--- config.mk ---
export PLATFORM = sky130hd
export DESIGN_NAME = hazard_scoreboard
export DESIGN_NICKNAME = d
export VERILOG_FILES = /design/src/rtl/hazard_scoreboard.sv
export SDC_FILE = /design/constraint.sdc
export NUM_CORES = 1
export LEC_CHECK = 0
export CAP_MARGIN = 20
export CORE_ASPECT_RATIO = 0.75
export CORE_MARGIN = 10
export CORE_UTILIZATION = 61
export DETAILED_ROUTE_END_ITERATION = 10
export GPL_TIMING_DRIVEN = 0
export PLACE_DENSITY_LB_ADDON = 0.05
export SETUP_SLACK_MARGIN = 0.02
export SYNTH_ARGS = -nofsm -noshare
export SYNTH_HDL_FRONTEND = slang
export SYNTH_SLANG_ARGS = --single-unit
--- constraint.sdc ---
create_clock -name clock -period 5.8 [get_ports clock]
set_clock_uncertainty 0.05 [all_clocks]
set_input_delay 0.87 -clock clock [delete_from_list [all_inputs] [get_ports clock]]
set_output_delay 0.87 -clock clock [all_outputs]
set_load 0.02 [all_outputs]
--- src/rtl/hazard_scoreboard.sv ---
// Per-register pending-write scoreboard between decode and issue: stalls on RAW, WAW and
// MUL/DIV structural hazards. Define HAZARD_STATS_EN to add stall / load-use event counters.
module hazard_scoreboard #(
    parameter int unsigned NREGS    = 32,
    parameter int unsigned REG_W    = 5,
    parameter int unsigned ALU_LAT  = 1,
    parameter int unsigned LOAD_LAT = 2,
    parameter int unsigned MD_LAT   = 8,
    parameter int unsigned CNT_W    = 4
) (
    input  logic             clock,
    input  logic             reset_n,
    input  logic             id_valid,
    input  logic [REG_W-1:0] id_rs,
    input  logic [REG_W-1:0] id_rt,
    input  logic             id_use_rs,
    input  logic             id_use_rt,
    input  logic             id_is_branch,
    input  logic [REG_W-1:0] id_dest,
    input  logic [1:0]       id_kind,
    input  logic             flush,
    output logic             stall,
    output logic [NREGS-1:0] busy_mask,
    output logic             md_busy
`ifdef HAZARD_STATS_EN
    ,
    output logic [31:0]      stall_cycles,
    output logic [31:0]      loaduse_events
`endif
);

    localparam logic [1:0] KindNone = 2'd0;
    localparam logic [1:0] KindAlu  = 2'd1;
    localparam logic [1:0] KindLoad = 2'd2;
    localparam logic [1:0] KindMd   = 2'd3;

    function automatic logic [CNT_W-1:0] lat_of(input logic [1:0] kind);
        logic [CNT_W-1:0] lat;
        unique case (kind)
            KindAlu:  lat = CNT_W'(ALU_LAT);
            KindLoad: lat = CNT_W'(LOAD_LAT);
            KindMd:   lat = CNT_W'(MD_LAT);
            default:  lat = '0;
        endcase
        return lat;
    endfunction

    logic [CNT_W-1:0] cnt_q [NREGS];
    logic [CNT_W-1:0] cnt_d [NREGS];
    logic [CNT_W-1:0] md_cnt_q, md_cnt_d;

    logic [CNT_W-1:0] rs_cnt, rt_cnt, dest_cnt, dest_lat;
    logic             rs_ready, rt_ready;
    logic             raw, waw, md_struct, hazard, issue;

    always_comb begin
        rs_cnt   = cnt_q[id_rs];
        rt_cnt   = cnt_q[id_rt];
        dest_cnt = cnt_q[id_dest];
        dest_lat = lat_of(id_kind);

        // Non-branch consumers pick up the final cycle through EX forwarding; branches compare
        // in ID and need the value already written back.
        rs_ready = !id_use_rs || (id_rs == '0) ||
                   (id_is_branch ? (rs_cnt == '0) : (rs_cnt <= CNT_W'(1)));
        rt_ready = !id_use_rt || (id_rt == '0) ||
                   (id_is_branch ? (rt_cnt == '0) : (rt_cnt <= CNT_W'(1)));

        raw       = id_valid && !(rs_ready && rt_ready);
        waw       = id_valid && (id_dest != '0) && (dest_cnt > dest_lat);
        md_struct = id_valid && (id_kind == KindMd) && (md_cnt_q > CNT_W'(1));
        hazard    = raw || waw || md_struct;

        stall = hazard && !flush && reset_n;
        issue = id_valid && !hazard && !flush && reset_n;
    end

    always_comb begin
        for (int r = 0; r < NREGS; r++) begin
            cnt_d[r] = cnt_q[r];
            if (r == 0) begin
                cnt_d[r] = '0;
            end else if (issue && (id_dest == REG_W'(r)) && (id_kind != KindNone)) begin
                cnt_d[r] = dest_lat;
            end else if (cnt_q[r] != '0) begin
                cnt_d[r] = cnt_q[r] - CNT_W'(1);
            end
        end
    end

    // A MUL/DIV issue occupies the unit even when its result is discarded (dest 0).
    always_comb begin
        md_cnt_d = md_cnt_q;
        if (issue && (id_kind == KindMd)) begin
            md_cnt_d = CNT_W'(MD_LAT);
        end else if (md_cnt_q != '0) begin
            md_cnt_d = md_cnt_q - CNT_W'(1);
        end
    end

    always_ff @(posedge clock) begin
        if (!reset_n) begin
            for (int r = 0; r < NREGS; r++) begin
                cnt_q[r] <= '0;
            end
            md_cnt_q <= '0;
        end else begin
            for (int r = 0; r < NREGS; r++) begin
                cnt_q[r] <= cnt_d[r];
            end
            md_cnt_q <= md_cnt_d;
        end
    end

    always_comb begin
        busy_mask = '0;
        for (int r = 1; r < NREGS; r++) begin
            busy_mask[r] = (cnt_q[r] != '0);
        end
    end

    assign md_busy = (md_cnt_q != '0);

`ifdef HAZARD_STATS_EN
    logic [1:0]  kind_q [NREGS];
    logic [1:0]  kind_d [NREGS];
    logic        stall_q;
    logic [31:0] stall_cycles_q, stall_cycles_d;
    logic [31:0] loaduse_q, loaduse_d;
    logic        rs_load_block, rt_load_block, loaduse_hit;

    always_comb begin
        for (int r = 0; r < NREGS; r++) begin
            kind_d[r] = kind_q[r];
            if (r == 0) begin
                kind_d[r] = KindNone;
            end else if (issue && (id_dest == REG_W'(r)) && (id_kind != KindNone)) begin
                kind_d[r] = id_kind;
            end
        end

        // A source that is not ready always has a nonzero count, so its recorded kind is live.
        rs_load_block = !rs_ready && (kind_q[id_rs] == KindLoad);
        rt_load_block = !rt_ready && (kind_q[id_rt] == KindLoad);
        loaduse_hit   = stall && !stall_q && (rs_load_block || rt_load_block);

        stall_cycles_d = stall_cycles_q;
        if (stall && (stall_cycles_q != '1)) begin
            stall_cycles_d = stall_cycles_q + 32'd1;
        end
        loaduse_d = loaduse_q;
        if (loaduse_hit && (loaduse_q != '1)) begin
            loaduse_d = loaduse_q + 32'd1;
        end
    end

    always_ff @(posedge clock) begin
        if (!reset_n) begin
            for (int r = 0; r < NREGS; r++) begin
                kind_q[r] <= KindNone;
            end
            stall_q        <= 1'b0;
            stall_cycles_q <= '0;
            loaduse_q      <= '0;
        end else begin
            for (int r = 0; r < NREGS; r++) begin
                kind_q[r] <= kind_d[r];
            end
            stall_q        <= stall;
            stall_cycles_q <= stall_cycles_d;
            loaduse_q      <= loaduse_d;
        end
    end

    assign stall_cycles   = stall_cycles_q;
    assign loaduse_events = loaduse_q;
`endif

endmodule
=== After elaboration in Yosys (flattened, before gate mapping) ===
Memories as Yosys holds them, arrays and structs flattened.
Index checks and enable logic that the tools add are counted.

* Add/subtract/negate cells: 32
* Magnitude comparators: 4
* Eq/ne operators: 34
* Muxes and demuxes: 101
* Bitwise operators: 33
* Reduce and logical (&&, ||, !) cells: 125

{| class="wikitable"
|+ Operator list
! operator !! count
|-
| two-way mux 4 bit || 96
|-
| nonzero test 4 bit || 32
|-
| subtractor 4 x 1 -> 4 bit, second input constant || 32
|-
| equality test 5 bit, second input constant || 16
|-
| logical AND 1 bit || 74
|-
| equality test 5 x 4 -> 1 bit, second input constant || 8
|-
| bitwise OR 1 bit || 32
|-
| equality test 5 x 3 -> 1 bit, second input constant || 4
|-
| case mux 4 bit (3 select lines) || 1
|-
| equality test 5 x 2 -> 1 bit, second input constant || 2
|-
| logical NOT 5 bit || 2
|-
| <= comparator 4 x 1 -> 1 bit, second input constant || 2
|-
| logical NOT 4 bit || 2
|-
| logical OR 1 bit || 6
|-
| equality test 5 x 1 -> 1 bit, second input constant || 1
|-
| logical NOT 1 bit || 5
|-
| nonzero test 5 bit || 1
|-
| equality test 2 bit, second input constant || 2
|-
| > comparator 4 x 1 -> 1 bit, second input constant || 1
|-
| > comparator 4 bit || 1
|-
| two-way mux 1 bit || 4
|-
| nonzero test 2 bit || 2
|-
| equality test 2 x 1 -> 1 bit, second input constant || 1
|-
| OR reduction 2 bit || 1
|-
| inverter 1 bit || 1
|}

* Register bits: 4
* Memory bits (writable): 128
* Word-level logic and storage cells: 332
* Memories kept: 1

{| class="wikitable"
|+ Memory list
! memory !! words !! width !! read ports !! clocked after Yosys merged registers in !! write ports !! line !! source
|-
| cnt_q || 32 || 4 || 34 || 0 || 32 || 48 || <nowiki>logic [CNT_W-1:0] cnt_q [NREGS];</nowiki>
|}

=== Longest topological paths before layout ===
Gate-level depths: netlist (run 1).
An unclocked memory read counts as a cell.

* Depth in word-level cells: 17
* Depth in mapped cells: 16
* Depth with buffers taken out: 12

=== Worst setup path before layout (run 1) ===
No wires, ideal clock.

* Kind: input to output
* Start point: input port id_dest[1]
* End point: output port stall
* Arrival time: 4.543 ns
* Required time: 4.880 ns
* Path slack: 0.337 ns
* Stages: 14
* Path buffers: 5
* Cells stage by stage: clkbuf_1 clkbuf_1 clkbuf_1 mux4_2 mux4_2 mux2_2 ha_1 nand2b_1 a32oi_1 a2111o_1 a32oi_4 buf_6 buf_12 a31oi_1

* Longest elaborated chain between the ends: 7
* Elaborated cells on any way between the ends: 9

{| class="wikitable"
|+ Ends and longest elaborated chain
! element !! line !! source
|-
| start: declaration || 19 || <nowiki>input logic [REG_W-1:0] id_dest,</nowiki>
|-
| memory read (32 x 4 bit) / nonzero test 5 bit (equally long branches) || - ||
|-
| > comparator 4 bit / logical AND 1 bit (equally long branches) || 70 || <nowiki>waw = id_valid && (id_dest != '0) && (dest_cnt > dest_lat);</nowiki>
|-
| logical AND 1 bit (*) || 70 ||
|-
| logical OR 1 bit (*) (2 in a row) || 72 || <nowiki>hazard = raw || waw || md_struct;</nowiki>
|-
| logical AND 1 bit (*) (2 in a row) || 74 || <nowiki>stall = hazard && !flush && reset_n;</nowiki>
|-
| end: declaration || 22 || <nowiki>output logic stall,</nowiki>
|}

Every way passes the cells marked *; elsewhere a longest branch is shown, timed or not.

=== Final worst setup path (run 1) ===
* Start point: input port id_dest[0]
* End point: output port stall

The elaborated chain is that of the path after synthesis.

==> run_results.csv, run 1 <==
group,metric,value,unit
critical_path,r2r_end,"cnt_q[18][3]",
global_routing,grt_most_used_layer,"met2",
critical_path,crit_required,4.88,ns
synth,syn_nets,1067,
synth,avgSynthCellArea,8.83,um^2
floorplanning,core,14600,um^2
cts,htreeDepth,4,
synth,synth-compound-area-share,0.126,
placed_design,dp_slack,-2.14,ns
sta,max_freq,180,MHz
synth,async_flop_share,0,
sta,hold_violations,0,
synth,synth.distinct_cells,70,
critical_path,path_max_fanout,10,
critical_path,worstPathBufferInverterCount,6,
cts,clock_latency,0.43,ns
synth,syn-cell-area,9170,um^2
global_routing,first_global_vias,8317,
cells_and_area,final_common_cell,"nand2_1",
placed_design,portBuffers,47,
cells_and_area,layout_common_cells,"nand2_1, dfxtp_1, nor2_1, mux2i_1, o21ai_0",
synth,seq_area_frac_synth,0.279,
global_routing,grtUsageTotal,0.317,
critical_path,cp_cell_sequence,"clkdlybuf4s15_2, buf_12, buf_8, mux4_2, mux4_2, mux2_2, ha_1, nand2b_1, a32oi_1, a2111o_1, a32oi_4, buf_6, buf_12, a31oi_1, buf_2",
synth,synth_cells,1038,
sta,finalSetupTns,0,ns
synth,synthFlopType,"dfxtp_1",
synth,synthAdderAreaFrac,0.00682,
synth,yosysWarnings,0,
cts,cts_tree,"built",
worst_hold_path,hp-class,"reg -> reg",
floorplanning,io_pins,58,
placed_design,routabilityCongestion,1.12,
cells_and_area,fin_nets,1134,
sta,timing.final.ws_setup,0.257,ns
synth,synthSimpleGateAreaFrac,0.284,
power_and_ir_drop,leakage,0.00434,uW
cts,clock-sinks,128,
sta,rsz0062_at_grt,"no",
synth,ys_seq_elements,128,
sta,fin_crit_sh,0.956,
floorplanning,rows,38,
global_routing,grt_first_pass_wirelength,50000,um
critical_path,timing.rr.start,"cnt_q[24][1]",
worst_hold_path,hold_start,"cnt_q[26][3]",
power_and_ir_drop,seqPwrFrac,0.371,
critical_path,critical_path.startpoint,"id_dest[0]",
critical_path,cp-end-kind,"output pin",
run,drv_cap,0,
power_and_ir_drop,swShare,0.275,
synth,synth_xor_area_frac,0.000955,
cells_and_area,post-route-util,0.727,
placed_design,hpwl,23700,um
drt,vias,9177,
critical_path,critical_path_arrival,4.62,ns
power_and_ir_drop,clkPwrFrac,0.487,
drt,dr.pass1.iters,6,
worst_hold_path,min_to,"cnt_q[26][3]",
cells_and_area,areaGrowthSynthToFinish,15.8,%
floorplanning,start_util,0.628,
drt,ant_nets,0,
global_routing,gr-usage-met1,0.430,
cells_and_area,drive_above_1_share,0.152,
cts,numCtsBuffers,17,
cts,cts_root_buf,"clkbuf_16",
global_routing,overflow,0,
sta,hold_slack,0.496,ns
floorplanning,die_area,20400,um^2
drt,drt_iter0_markers,1584,
global_routing,antenna_found_initial,1,
synth,synthMuxAreaShare,0.257,
placed_design,placed_cells,1285,
floorplanning,die_h,126,um
cts,clockBufferDepth,2,
critical_path,cp_slowest_stage_delay,0.59,ns
global_routing,use_met3,0.119,
power_and_ir_drop,p_int,1760,uW
sta,maxSlewHeadroom,0.380,
critical_path,critPathKind,"in -> out",
sta,min_period,5.54,ns
power_and_ir_drop,power_density,229,nW/um^2
worst_hold_path,hold-path-cell-count,2,
global_routing,grt_max_degree,17,
drt,via_per_inst,6.96,
synth,synth_top_family_by_area,"simple AND/OR/NAND/NOR gates",
critical_path,crit_family,"multiplexers",
critical_path,rr_worst_depth,14,
critical_path,cp-start-kind,"primary input",
drt,drc,0,
drt,routed_wl,33100,um
critical_path,ff2ff_setup_slack,1.80,ns
power_and_ir_drop,peakVddDrop,169,uV
floorplanning,fp.dieW,162,um
cts,clkTransAtPathRegs,0.06,ns
cells_and_area,antennaDiodeCount,0,
synth,synth_edf_count,0,
cells_and_area,nFillCells,1185,
sta,maxSlewViolCount,0,
power_and_ir_drop,p_comb_frac,0.142,
sta,worst_slew_pin_slew,0.930,ns
power_and_ir_drop,switchingPower,669,uW
run_status,status,"finished clean",
global_routing,met2_usage,0.443,
critical_path,critPathSlowestCell,"mux4_2",
sta,setup_viol,0,
cells_and_area,final_cells,1318,
drt,wl_per_cell,25.1,um
## state kept, by name, indices dropped and copies added (netlist names)
register / cells
cnt_q: 124
md_cnt_q: 4
## through the flow
stage / instance area [um^2] / total power (uW)
final: 10600 / 2430
after global routing: 10600 / 2480
after CTS: 10600 / 2410
after detailed placement: 9890 / 1240
after global placement: 9890 / 1240
after floorplan: 9170 / 1130
## worst max-delay path by stage
stage,end,depth (start not counted)
after floorplan,stall,14
after global placement,stall,15
after detailed placement,stall,16
after CTS,stall,16
after global routing,stall,15
final,stall,15
## metal layers
layer | vias to the layer above | share of wire
met3 | 148 | 0.15
met1 | 4277 | 0.40
met2 | 730 | 0.41
met5 | - | 0
met4 | 0 | 0.044
li1 | 4022 | -
## power groups by stage
stage / logic (uW) / registers (uW) / clock network [uW]
after CTS: 331 / 900 / 1180
after global routing: 360 / 901 / 1220
final: 346 / 901 / 1180
after global placement: 318 / 919 / 0
after floorplan: 216 / 917 / 0
after detailed placement: 320 / 919 / 0
## cell families after synthesis
kind of cell / after synthesis
multiplexers: 170
other: 1
buffers and inverters: 89
flip-flops: 128
AND/OR/NAND/NOR: 471
XOR/XNOR: 1
adder cells (fa/ha/maj): 5
AO/OA/AOI/OAI: 173
## tightest hold or removal path: stages (launching register included)
cell and delay [ns]:
dfxtp_1 0.35, nand3b_1 0.10, mux2i_1 0.06
## synthesized netlist by cell type (all sizes together), types with 3 or more instances
| cell | number | area share |
|---|---|---|
| a21boi | 4 | 0.0033 |
| dfxtp | 128 | 0.28 |
| nor2 | 108 | 0.044 |
| nor2b | 7 | 0.0048 |
| o22ai | 4 | 0.0027 |
| mux2 | 12 | 0.015 |
| o21ai | 90 | 0.049 |
| nand3 | 4 | 0.0022 |
| a221oi | 8 | 0.0076 |
| nand2b | 12 | 0.0082 |
| mux4 | 51 | 0.13 |
| clkbuf | 37 | 0.015 |
| or3 | 6 | 0.0041 |
| o311ai | 27 | 0.026 |
| and2 | 12 | 0.0082 |
| nor4b | 3 | 0.0029 |
| and3 | 23 | 0.016 |
| inv | 13 | 0.0053 |
| nor4 | 8 | 0.0055 |
| a21oi | 8 | 0.0044 |
| and4 | 10 | 0.0096 |
| buf | 39 | 0.025 |
| mux2i | 107 | 0.12 |
| or3b | 11 | 0.011 |
| ha | 5 | 0.0068 |
| nand3b | 26 | 0.021 |
| nor3b | 4 | 0.0033 |
| nor3 | 55 | 0.030 |
| nand2 | 154 | 0.063 |
| nand4 | 19 | 0.042 |
| a22oi | 3 | 0.0025 |
| a22o | 4 | 0.0038 |
| or4 | 4 | 0.0033 |
## layout make-up
class | instances | area (um^2) | share of cell area
Clock inverter | 12 | 180 | 0.0170
Sequential cell | 128 | 2560 | 0.241
Tap cell | 200 | 250 | 0.0236
Timing Repair Buffer | 49 | 482 | 0.0454
Inverter | 13 | 48.8 | 0.00460
Multi-Input combinational cell | 821 | 6190 | 0.583
Clock buffer | 20 | 457 | 0.0430
Buffer | 75 | 445 | 0.0420
## what timing repair did
action,CTS,global route
endpoints found under the setup margin,128,1
hold buffers,0,0
pin swaps,0,1
resized for setup,38,5
buffers inserted,1,1
(Power assumes the default switching activity.)
==> inputs of run 2 (changes only) <==
--- a/config.mk
+++ b/config.mk
@@ -8,7 +8,7 @@
 export CAP_MARGIN = 20
 export CORE_ASPECT_RATIO = 0.75
 export CORE_MARGIN = 10
-export CORE_UTILIZATION = 61
+export CORE_UTILIZATION = 45
 export DETAILED_ROUTE_END_ITERATION = 10
 export GPL_TIMING_DRIVEN = 0
 export PLACE_DENSITY_LB_ADDON = 0.05
==> run_results.csv, run 2 (synthesis results as in run 1) <==
group,metric,value,unit
critical_path,ff2ff_setup_slack,1.68,ns
sta,timing.final.ws_setup,0.0776,ns
critical_path,path_max_fanout,10,
floorplanning,core,20200,um^2
global_routing,grt_first_pass_wirelength,50900,um
sta,max_freq,175,MHz
worst_hold_path,hold_start,"md_cnt_q[2]",
run_status,status,"finished clean",
sta,min_period,5.72,ns
sta,maxSlewHeadroom,0.264,
sta,rsz0062_at_grt,"no",
floorplanning,start_util,0.455,
worst_hold_path,hp-class,"reg -> reg",
run,drv_cap,0,
power_and_ir_drop,peakVddDrop,197,uV
cells_and_area,largest-register,"cnt_q",
cells_and_area,top_regs,"cnt_q (124), md_cnt_q (4)",
power_and_ir_drop,leakage,0.00431,uW
global_routing,first_global_vias,7951,
cts,cts_root_buf,"clkbuf_16",
placed_design,hpwl,25500,um
sta,maxSlewViolCount,0,
sta,fin_crit_sh,0.987,
cells_and_area,layout_common_cells,"nand2_1, dfxtp_1, nor2_1, mux2i_1, o21ai_0",
cts,clockBufferDepth,2,
drt,dr.pass1.iters,5,
placed_design,routabilityCongestion,0.966,
global_routing,grt_max_degree,17,
cells_and_area,largest_register_ffs,124,
worst_hold_path,min_to,"md_cnt_q[2]",
floorplanning,io_pins,58,
critical_path,timing.rr.start,"cnt_q[18][1]",
placed_design,portBuffers,47,
drt,ant_nets,0,
drt,routed_wl,34000,um
drt,drc,0,
critical_path,critical_path_arrival,4.80,ns
sta,hold_violations,0,
cells_and_area,drive_above_1_share,0.157,
cells_and_area,final_common_cell,"nand2_1",
global_routing,overflow,0,
cells_and_area,fin_nets,1136,
cts,clock-sinks,128,
floorplanning,die_area,26500,um^2
drt,drt_iter0_markers,1148,
sta,hold_slack,0.474,ns
critical_path,cp-end-kind,"output pin",
cts,clock_latency,0.44,ns
worst_hold_path,hold-path-cell-count,2,
floorplanning,fp.dieW,185,um
cts,clkTransAtPathRegs,0.07,ns
placed_design,dp_slack,-2.34,ns
drt,wl_per_cell,24.7,um
cells_and_area,antennaDiodeCount,0,
floorplanning,die_h,144,um
cts,postCtsHoldBufs,0,
critical_path,critPathKind,"in -> out",
critical_path,rr_worst_depth,13,
sta,setup_viol,0,
global_routing,antenna_found_initial,0,
critical_path,crit_required,4.88,ns
floorplanning,rows,45,
cts,numCtsBuffers,17,
critical_path,r2r_end,"cnt_q[16][2]",
drt,via_per_inst,6.42,
cts,htreeDepth,4,
power_and_ir_drop,power_density,217,nW/um^2
cts,cts_tree,"built",
critical_path,cp-start-kind,"primary input",
global_routing,grtUsageTotal,0.256,
drt,vias,8840,
sta,worst_slew_pin_slew,1.10,ns
cells_and_area,areaGrowthSynthToFinish,16.0,%
==> run 2: cell types whose count changed in the layout (fill, tap and decap cells not counted), sizes merged <==
cell      delta
inv          +1
bufinv       -3
clkinvlp     +1
clkinv       +3
==> run 2: final cells by class <==
type | instances | area, um^2
buffer | 76 | 420
clock buffer | 18 | 439
clock inverter | 14 | 133
fill | 1893 | 9520
inverter | 13 | 48.8
multi-input combinational | 821 | 6210
sequential | 128 | 2560
tap | 258 | 323
timing repair buffer | 50 | 499
==> run 2: timing repair <==
action,4_1_cts,5_1_grt
endpoints found under the setup margin,128,1
pin swaps,1,2
gates cloned,0,0
buffers inserted,2,0
gates resized for setup,32,6
==> run 2: how the worst max path moves through the flow <==
| stage | from | endpoint | slack (ns) |
|---|---|---|---|
| after global placement | id_dest[1] | stall | -2.35 |
| after floorplan | id_dest[1] | stall | 0.34 |
| final | id_dest[1] | stall | 0.08 |
| after CTS | id_dest[0] | stall | 0.05 |
| after detailed placement | id_dest[1] | stall | -2.34 |
| after global routing | id_dest[0] | stall | 0.03 |
==> run 2: through the flow <==
stage | setup TNS (ns) | instance area (um^2) | std cells | total power [uW] | util
2_1_floorplan | 0 | 9170 | 1038 | 1130 | -
3_3_place_gp | -154.35 | 9960 | 1343 | 1240 | 0.494
3_5_place_dp | -155.44 | 9980 | 1344 | 1240 | 0.495
4_1_cts | 0 | 10600 | 1378 | 2310 | 0.527
5_1_grt | 0 | 10600 | 1378 | 2380 | 0.528
6_report | 0 | 10600 | 1378 | 2310 | 0.528
==> run 2: power breakdown <==
group          internal, uW  total, uW  switching [uW]
Sequential              889        900            10.5
Combinational           125        336             211
Clock                   607       1070             464
==> run 2: worst max-delay path: stages <==
cell and delay [ns]:
clkdlybuf4s15_2 0.29, clkbuf_8 0.27, clkbuf_8 0.24, clkbuf_8 0.24, mux4_2 0.38, mux4_2 0.53
mux2_2 0.29, ha_1 0.30, nand2b_1 0.09, a32oi_2 0.07, a2111o_1 0.35, a32oi_4 0.23
buf_6 0.15, buf_12 0.15, a31oi_2 0.13, buf_4 0.22
==> run 2: metal layers <==
| layer | GRT usage | wire length [um] | up-vias |
|---|---|---|---|
| li1 | - | - | 4035 |
| met1 | 0.368 | 15700 | 4224 |
| met2 | 0.354 | 13700 | 530 |
| met3 | 0.0817 | 3850 | 51 |
| met4 | 0.0691 | 794 | 0 |
| met5 | 0 | 0 | - |
